===== src/rtl/cpu_branch_predictor_if.sv =====
// cpu_branch_predictor_if: fetch lookup, prediction and execute-update signals for the branch predictor
interface cpu_branch_predictor_if;
  logic        ready;
  logic        lookup_valid;
  logic [31:0] lookup_pc;
  logic        predict_valid;
  logic        predict_taken;
  logic [31:0] predict_target;
  logic        update_valid;
  logic [31:0] update_pc;
  logic        update_taken;
  logic [31:0] update_target;
  modport master (
    input  ready, predict_valid, predict_taken, predict_target,
    output lookup_valid, lookup_pc, update_valid, update_pc, update_taken, update_target
  );
  modport slave (
    output ready, predict_valid, predict_taken, predict_target,
    input  lookup_valid, lookup_pc, update_valid, update_pc, update_taken, update_target
  );
endinterface


===== src/rtl/cpu_branch_predictor.sv =====
// cpu_branch_predictor: direct-mapped 2-bit counter direction predictor with post-reset init sweep.
// Define CPU_BRANCH_PREDICTOR_BTB_EN to add per-entry valid, tag and target storage.
module cpu_branch_predictor #(
  parameter int INDEX_BITS = 6
) (
  input logic clk,
  input logic rst,
  cpu_branch_predictor_if.slave bp
);
  localparam int ENTRIES = 2 ** INDEX_BITS;
  typedef enum logic {INIT, READY} state_t;
  state_t                state;
  logic [INDEX_BITS-1:0] sweep_idx;
  logic                  ready;
  logic                  predict_valid;
  logic                  predict_taken;
  logic [1:0]            cnt [ENTRIES];
  logic [INDEX_BITS-1:0] l_idx;
  logic [INDEX_BITS-1:0] u_idx;
  logic [1:0]            u_base;
  logic [1:0]            u_next;
  logic                  l_taken;
  assign l_idx = bp.lookup_pc[INDEX_BITS+1:2];
  assign u_idx = bp.update_pc[INDEX_BITS+1:2];
  assign u_next = bp.update_taken ? (u_base == 2'b11 ? 2'b11 : u_base + 2'b01)
                                  : (u_base == 2'b00 ? 2'b00 : u_base - 2'b01);
  assign bp.ready         = ready;
  assign bp.predict_valid = predict_valid;
  assign bp.predict_taken = predict_taken;
`ifdef CPU_BRANCH_PREDICTOR_BTB_EN
  localparam int TAG_BITS = 30 - INDEX_BITS;
  logic                vld [ENTRIES];
  logic [TAG_BITS-1:0] tag [ENTRIES];
  logic [31:0]         tgt [ENTRIES];
  logic [31:0]         predict_target;
  logic                l_hit;
  logic                u_hit;
  logic                unused_bits;
  assign unused_bits = ^{bp.lookup_pc[1:0], bp.update_pc[1:0]};
  assign l_hit   = vld[l_idx] && tag[l_idx] == bp.lookup_pc[31:INDEX_BITS+2];
  assign u_hit   = vld[u_idx] && tag[u_idx] == bp.update_pc[31:INDEX_BITS+2];
  // A different branch taking over the entry starts from weakly not-taken.
  assign u_base  = u_hit ? cnt[u_idx] : 2'b01;
  assign l_taken = l_hit && cnt[l_idx][1];
  assign bp.predict_target = predict_target;
  always_ff @(posedge clk or posedge rst) begin
    if (rst)
      predict_target <= '0;
    else if (state == READY && bp.lookup_valid)
      predict_target <= l_hit ? tgt[l_idx] : 32'h0;
  end
  always_ff @(posedge clk) begin
    if (state == INIT) begin
      cnt[sweep_idx] <= 2'b01;
      vld[sweep_idx] <= 1'b0;
    end else if (bp.update_valid) begin
      cnt[u_idx] <= u_next;
      vld[u_idx] <= 1'b1;
      tag[u_idx] <= bp.update_pc[31:INDEX_BITS+2];
      tgt[u_idx] <= bp.update_target;
    end
  end
`else
  logic unused_bits;
  assign unused_bits = ^{bp.lookup_pc[31:INDEX_BITS+2], bp.lookup_pc[1:0],
                         bp.update_pc[31:INDEX_BITS+2], bp.update_pc[1:0], bp.update_target};
  assign u_base  = cnt[u_idx];
  assign l_taken = cnt[l_idx][1];
  assign bp.predict_target = 32'h0;
  always_ff @(posedge clk) begin
    if (state == INIT)
      cnt[sweep_idx] <= 2'b01;
    else if (bp.update_valid)
      cnt[u_idx] <= u_next;
  end
`endif
  // Lookups read the table before this edge's update lands, giving read-before-write.
  always_ff @(posedge clk or posedge rst) begin
    if (rst) begin
      state         <= INIT;
      sweep_idx     <= '0;
      ready         <= 1'b0;
      predict_valid <= 1'b0;
      predict_taken <= 1'b0;
    end else if (state == INIT) begin
      sweep_idx     <= sweep_idx + 1'b1;
      predict_valid <= 1'b0;
      if (&sweep_idx) begin
        state <= READY;
        ready <= 1'b1;
      end
    end else begin
      predict_valid <= bp.lookup_valid;
      if (bp.lookup_valid)
        predict_taken <= l_taken;
    end
  end
endmodule

===== src/flat_wrapper.sv =====
// flat-port wrapper written by rule: the top's interface ports become plain ports
module cpu_branch_predictor_flat 
#(
  parameter int INDEX_BITS = 6
)
  (clk, rst, bp_ready, bp_predict_valid, bp_predict_taken, bp_predict_target, bp_lookup_valid, bp_lookup_pc, bp_update_valid, bp_update_pc, bp_update_taken, bp_update_target);
  cpu_branch_predictor_if bp_i ();
  input logic clk;
  input logic rst;
  output wire logic [$bits(bp_i.ready)-1:0] bp_ready;
  output wire logic [$bits(bp_i.predict_valid)-1:0] bp_predict_valid;
  output wire logic [$bits(bp_i.predict_taken)-1:0] bp_predict_taken;
  output wire logic [$bits(bp_i.predict_target)-1:0] bp_predict_target;
  input wire logic [$bits(bp_i.lookup_valid)-1:0] bp_lookup_valid;
  input wire logic [$bits(bp_i.lookup_pc)-1:0] bp_lookup_pc;
  input wire logic [$bits(bp_i.update_valid)-1:0] bp_update_valid;
  input wire logic [$bits(bp_i.update_pc)-1:0] bp_update_pc;
  input wire logic [$bits(bp_i.update_taken)-1:0] bp_update_taken;
  input wire logic [$bits(bp_i.update_target)-1:0] bp_update_target;
  assign bp_ready = bp_i.ready;
  assign bp_predict_valid = bp_i.predict_valid;
  assign bp_predict_taken = bp_i.predict_taken;
  assign bp_predict_target = bp_i.predict_target;
  assign bp_i.lookup_valid = bp_lookup_valid;
  assign bp_i.lookup_pc = bp_lookup_pc;
  assign bp_i.update_valid = bp_update_valid;
  assign bp_i.update_pc = bp_update_pc;
  assign bp_i.update_taken = bp_update_taken;
  assign bp_i.update_target = bp_update_target;
  cpu_branch_predictor #(.INDEX_BITS(INDEX_BITS)) u_core (.clk(clk), .rst(rst), .bp(bp_i));
endmodule

===== config.mk =====
export PLATFORM = sky130hd
export DESIGN_NAME = cpu_branch_predictor_flat
export DESIGN_NICKNAME = d
export VERILOG_FILES = /design/src/rtl/cpu_branch_predictor_if.sv /design/src/rtl/cpu_branch_predictor.sv /design/src/flat_wrapper.sv
export SDC_FILE = /design/constraint.sdc
export NUM_CORES = 1
export LEC_CHECK = 0
export CORE_MARGIN = 4
export CORE_UTILIZATION = 52
export DETAILED_ROUTE_END_ITERATION = 10
export MAX_ROUTING_LAYER = met4
export PLACE_DENSITY = 0.85
export SKIP_CTS_REPAIR_TIMING = 1
export SYNTH_ARGS = -nofsm -noshare
export SYNTH_HDL_FRONTEND = slang
export SYNTH_SLANG_ARGS = --single-unit

===== constraint.sdc =====
create_clock -name clk -period 6.7 [get_ports clk]
set_input_delay 1.34 -clock clk [delete_from_list [all_inputs] [get_ports clk]]
set_output_delay 1.34 -clock clk [all_outputs]
set_load 0.02 [all_outputs]

==> out/qor.yml <==
power_and_ir_drop:
  comb_power_share_pct: 4.4
  switching_share_pct: 20.6
  p_clk_share_pct: 46.3
  p_sw_mw: 0.388
  p_int_mw: 1.50
  p_seq_share_pct: 49.3
  leakagePower_nw: 2.07
  powerDensity_mw_per_mm2: 253
  ir_drop_mv: 0.140
setup_path:
  start_kind: "input port"
  crit_fanout: 33
  cp-end-kind: "flop"
  criticalPathCategory: "input port to flop"
  arrival_ns: 4.87
  critPathRequiredTime_ns: 6.91
route:
  drt-total-wl_mm: 13.7
  via_count: 3854
  antenna_left: 0
  firstDrtPassIters: 5
  wl_met3_mm: 1.11
  wl_met2_mm: 7.07
  highest_layer: "met4"
  met1_length_mm: 5.18
  drc: 0
  drtIter0Drc: 366
  routedWlPerCell_microns: 21.2
  viasPerCell: 5.98
layout:
  num-fill-cells: 938
  drive_above_1_share_pct: 15.9
  n_antenna_cell: 0
  area_growth_pct: 11.5
  multi_input_area_sq_mm: 0.00235
  num-nets-final: 562
  seqCellArea_sq_mm: 0.00409
outcome:
  outcome: "completed"
clock_tree:
  cts_root_buf: "clkbuf_16"
  cts_htree_levels: 4
  path_clk_slew_ns: 0.05
  clk_latency_ns: 0.42
  clockBufferDepth: 2
  clock-sinks: 138
  cts_buffers: 17
  cts_tree: "done"
timing:
  hold_ws_ns: 0.470
  clock_skew_ns: 0.00963
  slew_violations: 0
  fin_crit_ns: 4.67
  slew_headroom_pct: 24.9
  fin_crit_sh_pct: 69.7
  rsz0062_at_grt: "false"
  timing.fmax_ghz: 0.214
  worst_pin_slew_ns: 1.12
  finalHoldViolCount: 0
  finalSetupViolations: 0
  setup_tns_ns: 0
global_route:
  grt_pass1_wl_mm: 21.5
  antenna_found_initial: 0
  grt_max_degree: 41
  grt_overflow_total: 0
  grt_pass1_vias: 3925
  grt.total_usage_pct: 20.5
synthesis:
  post_synth_num_cell_types: 47
  syn_inst: 441
  ys_seq_area_share_pct: 61.2
  ys.flop_type: "edfxtp_1"
  synth_seq_cells: 138
  synth-edff-count: 128
  avgSynthCellArea_sq_um: 15.2
  syn_area_sq_mm: 0.00669
  yosys_warnings: 0
  synthArstFlopShare_pct: 7.25
floorplanning:
  start_util_pct: 53.0
  std_cell_rows: 41
  dieArea_sq_mm: 0.0148
  die_w_microns: 121
  die_h_microns: 121
  ios: 136
  coreArea_sq_mm: 0.0126
place:
  routabilityCongestion: 0.854
  io_buffers: 19
  hpwl_mm: 9.24
worst_hold_path:
  hold_path.class: "flop to flop"
flow_run:
  drv_cap: 0
[flip-flops by register name, indices dropped and copies added, names as in the netlist]
name / cells
u_core.bp.ready: 1
u_core.state: 1
u_core.bp.predict_taken: 1
u_core.sweep_idx: 6
u_core.bp.predict_valid: 1
u_core.cnt: 128
[stage by stage]
stage | utilization, % | setup slack (ns) | power [mW] | std cells | cell area [sq um]
global route | 59.1 | 1.76 | 1.95 | 645 | 7460
floorplan | - | 0.556 | 1.02 | 472 | 6810
global placement | 54.7 | 1.80 | 1.03 | 613 | 6900
detailed placement | 54.7 | 1.64 | 1.03 | 613 | 6900
finish | 59.1 | 2.03 | 1.88 | 645 | 7460
CTS | 59.1 | 2.04 | 1.89 | 645 | 7460
[path summary, 6_finish.rpt]
| path | endpoint | slack, ns | start | cells after the start |
|---|---|---|---|---|
| min in group asynchronous | u_core.bp.predict_taken$_DFFE_PP0P_ | 1.19 | rst | 2 |
| hold / removal | u_core.bp.ready$_DFFE_PP0P_ | 0.47 | u_core.bp.ready$_DFFE_PP0P_ | 1 |
| max in group asynchronous | u_core.sweep_idx[0]$_DFFE_PP0N_ | 5.24 | rst | 2 |
| hold reg to reg | u_core.bp.ready$_DFFE_PP0P_ | 0.47 | u_core.bp.ready$_DFFE_PP0P_ | 1 |
| setup reg to reg | u_core.cnt[22][0]$_DFFE_PP_ | 3.74 | u_core.cnt[11][0]$_DFFE_PP_ | 8 |
| setup / recovery | u_core.cnt[40][1]$_DFFE_PP_ | 2.03 | bp_update_pc[3] | 10 |
[layout make-up]
| type | count | share of cell area (%) |
|---|---|---|
| clock buffers | 17 | 5.70 |
| clock inverters | 15 | 1.79 |
| inverters | 4 | 0.201 |
| multi-input cells | 275 | 31.5 |
| flip-flops and latches | 138 | 54.9 |
| well taps | 172 | 2.88 |
| repair buffers | 24 | 2.99 |
[per-layer routing]
metal / track usage (%) / vias to the layer above
met5: - / -
met4: 7.63 / 0
met3: 4.43 / 30
met2: 33.2 / 215
met1: 25.7 / 1923
li1: - / 1686
[worst max-delay path: stages]
cell             delay [ns]
clkdlybuf4s50_1        0.94
buf_4                  0.39
mux4_2                 0.24
nand2_1                0.05
and3_1                 0.15
a31oi_1                0.25
a2bb2oi_1              0.23
o21ai_0                0.19
a21oi_4                0.64
buf_4                  0.42
[power groups by stage]
| stage | Sequential (mW) | Combinational (mW) | Clock, mW |
|---|---|---|---|
| 2_1_floorplan | 0.946 | 0.0748 | 0 |
| 4_1_cts | 0.928 | 0.0826 | 0.877 |
| 3_5_place_dp | 0.946 | 0.0826 | 0 |
| 6_report | 0.928 | 0.0833 | 0.872 |
| 5_1_grt | 0.927 | 0.0893 | 0.929 |
| 3_3_place_gp | 0.946 | 0.0811 | 0 |
[cells in the mapped netlist, types with 2 or more instances]
cell	n	area (sq um)
a21oi_1	5	25.0
a22oi_1	3	22.5
a31oi_1	4	25.0
and3_1	2	12.5
buf_2	3	15.0
buf_4	35	263
buf_6	2	22.5
clkbuf_1	12	45.0
dfrtp_1	10	250
edfxtp_1	128	3840
inv_1	4	15.0
mux2_2	2	22.5
mux2i_1	6	60.1
mux4_1	14	368
mux4_2	38	856
nand2_1	34	128
nand2b_1	6	37.5
nand3_1	10	50.1
nand4_1	3	18.8
nand4b_1	3	26.3
nor2_1	74	278
nor2b_1	3	18.8
nor3_1	2	10.0
o21a_1	3	22.5
o21ai_0	6	30.0
o31ai_1	3	22.5
or3_1	3	18.8
xnor2_1	4	35.0
[logic make-up after synthesis]
group                    after synthesis  share of synthesized area (%)
AND/OR/NAND/NOR                      143                           9.25
AO/OA/AOI/OAI                         34                           3.42
multiplexers                          60                           19.5
other                                  1                         0.0560
buffers and inverters                 59                           5.74
adder cells (fa/ha/maj)                1                          0.187
XOR/XNOR                               5                          0.654
flip-flops                           138                           61.2
[placed cells by master, fill, tap and decap left out, types with 5 or more instances in the layout]
cell type | Yosys | final
mux2i_1 | 6 | 6
clkbuf_16 | 0 | 17
nor2_1 | 74 | 74
clkdlybuf4s50_1 | 0 | 18
mux4_2 | 38 | 38
mux4_1 | 14 | 14
dfrtp_1 | 10 | 10
buf_4 | 35 | 5
nand2b_1 | 6 | 6
clkinv_1 | 0 | 6
nand2_1 | 34 | 34
nand3_1 | 10 | 10
edfxtp_1 | 128 | 128
conb_1 | 1 | 32
o21ai_0 | 6 | 5
clkinvlp_4 | 0 | 5
No activity file was read; power rests on OpenSTA's default activity.
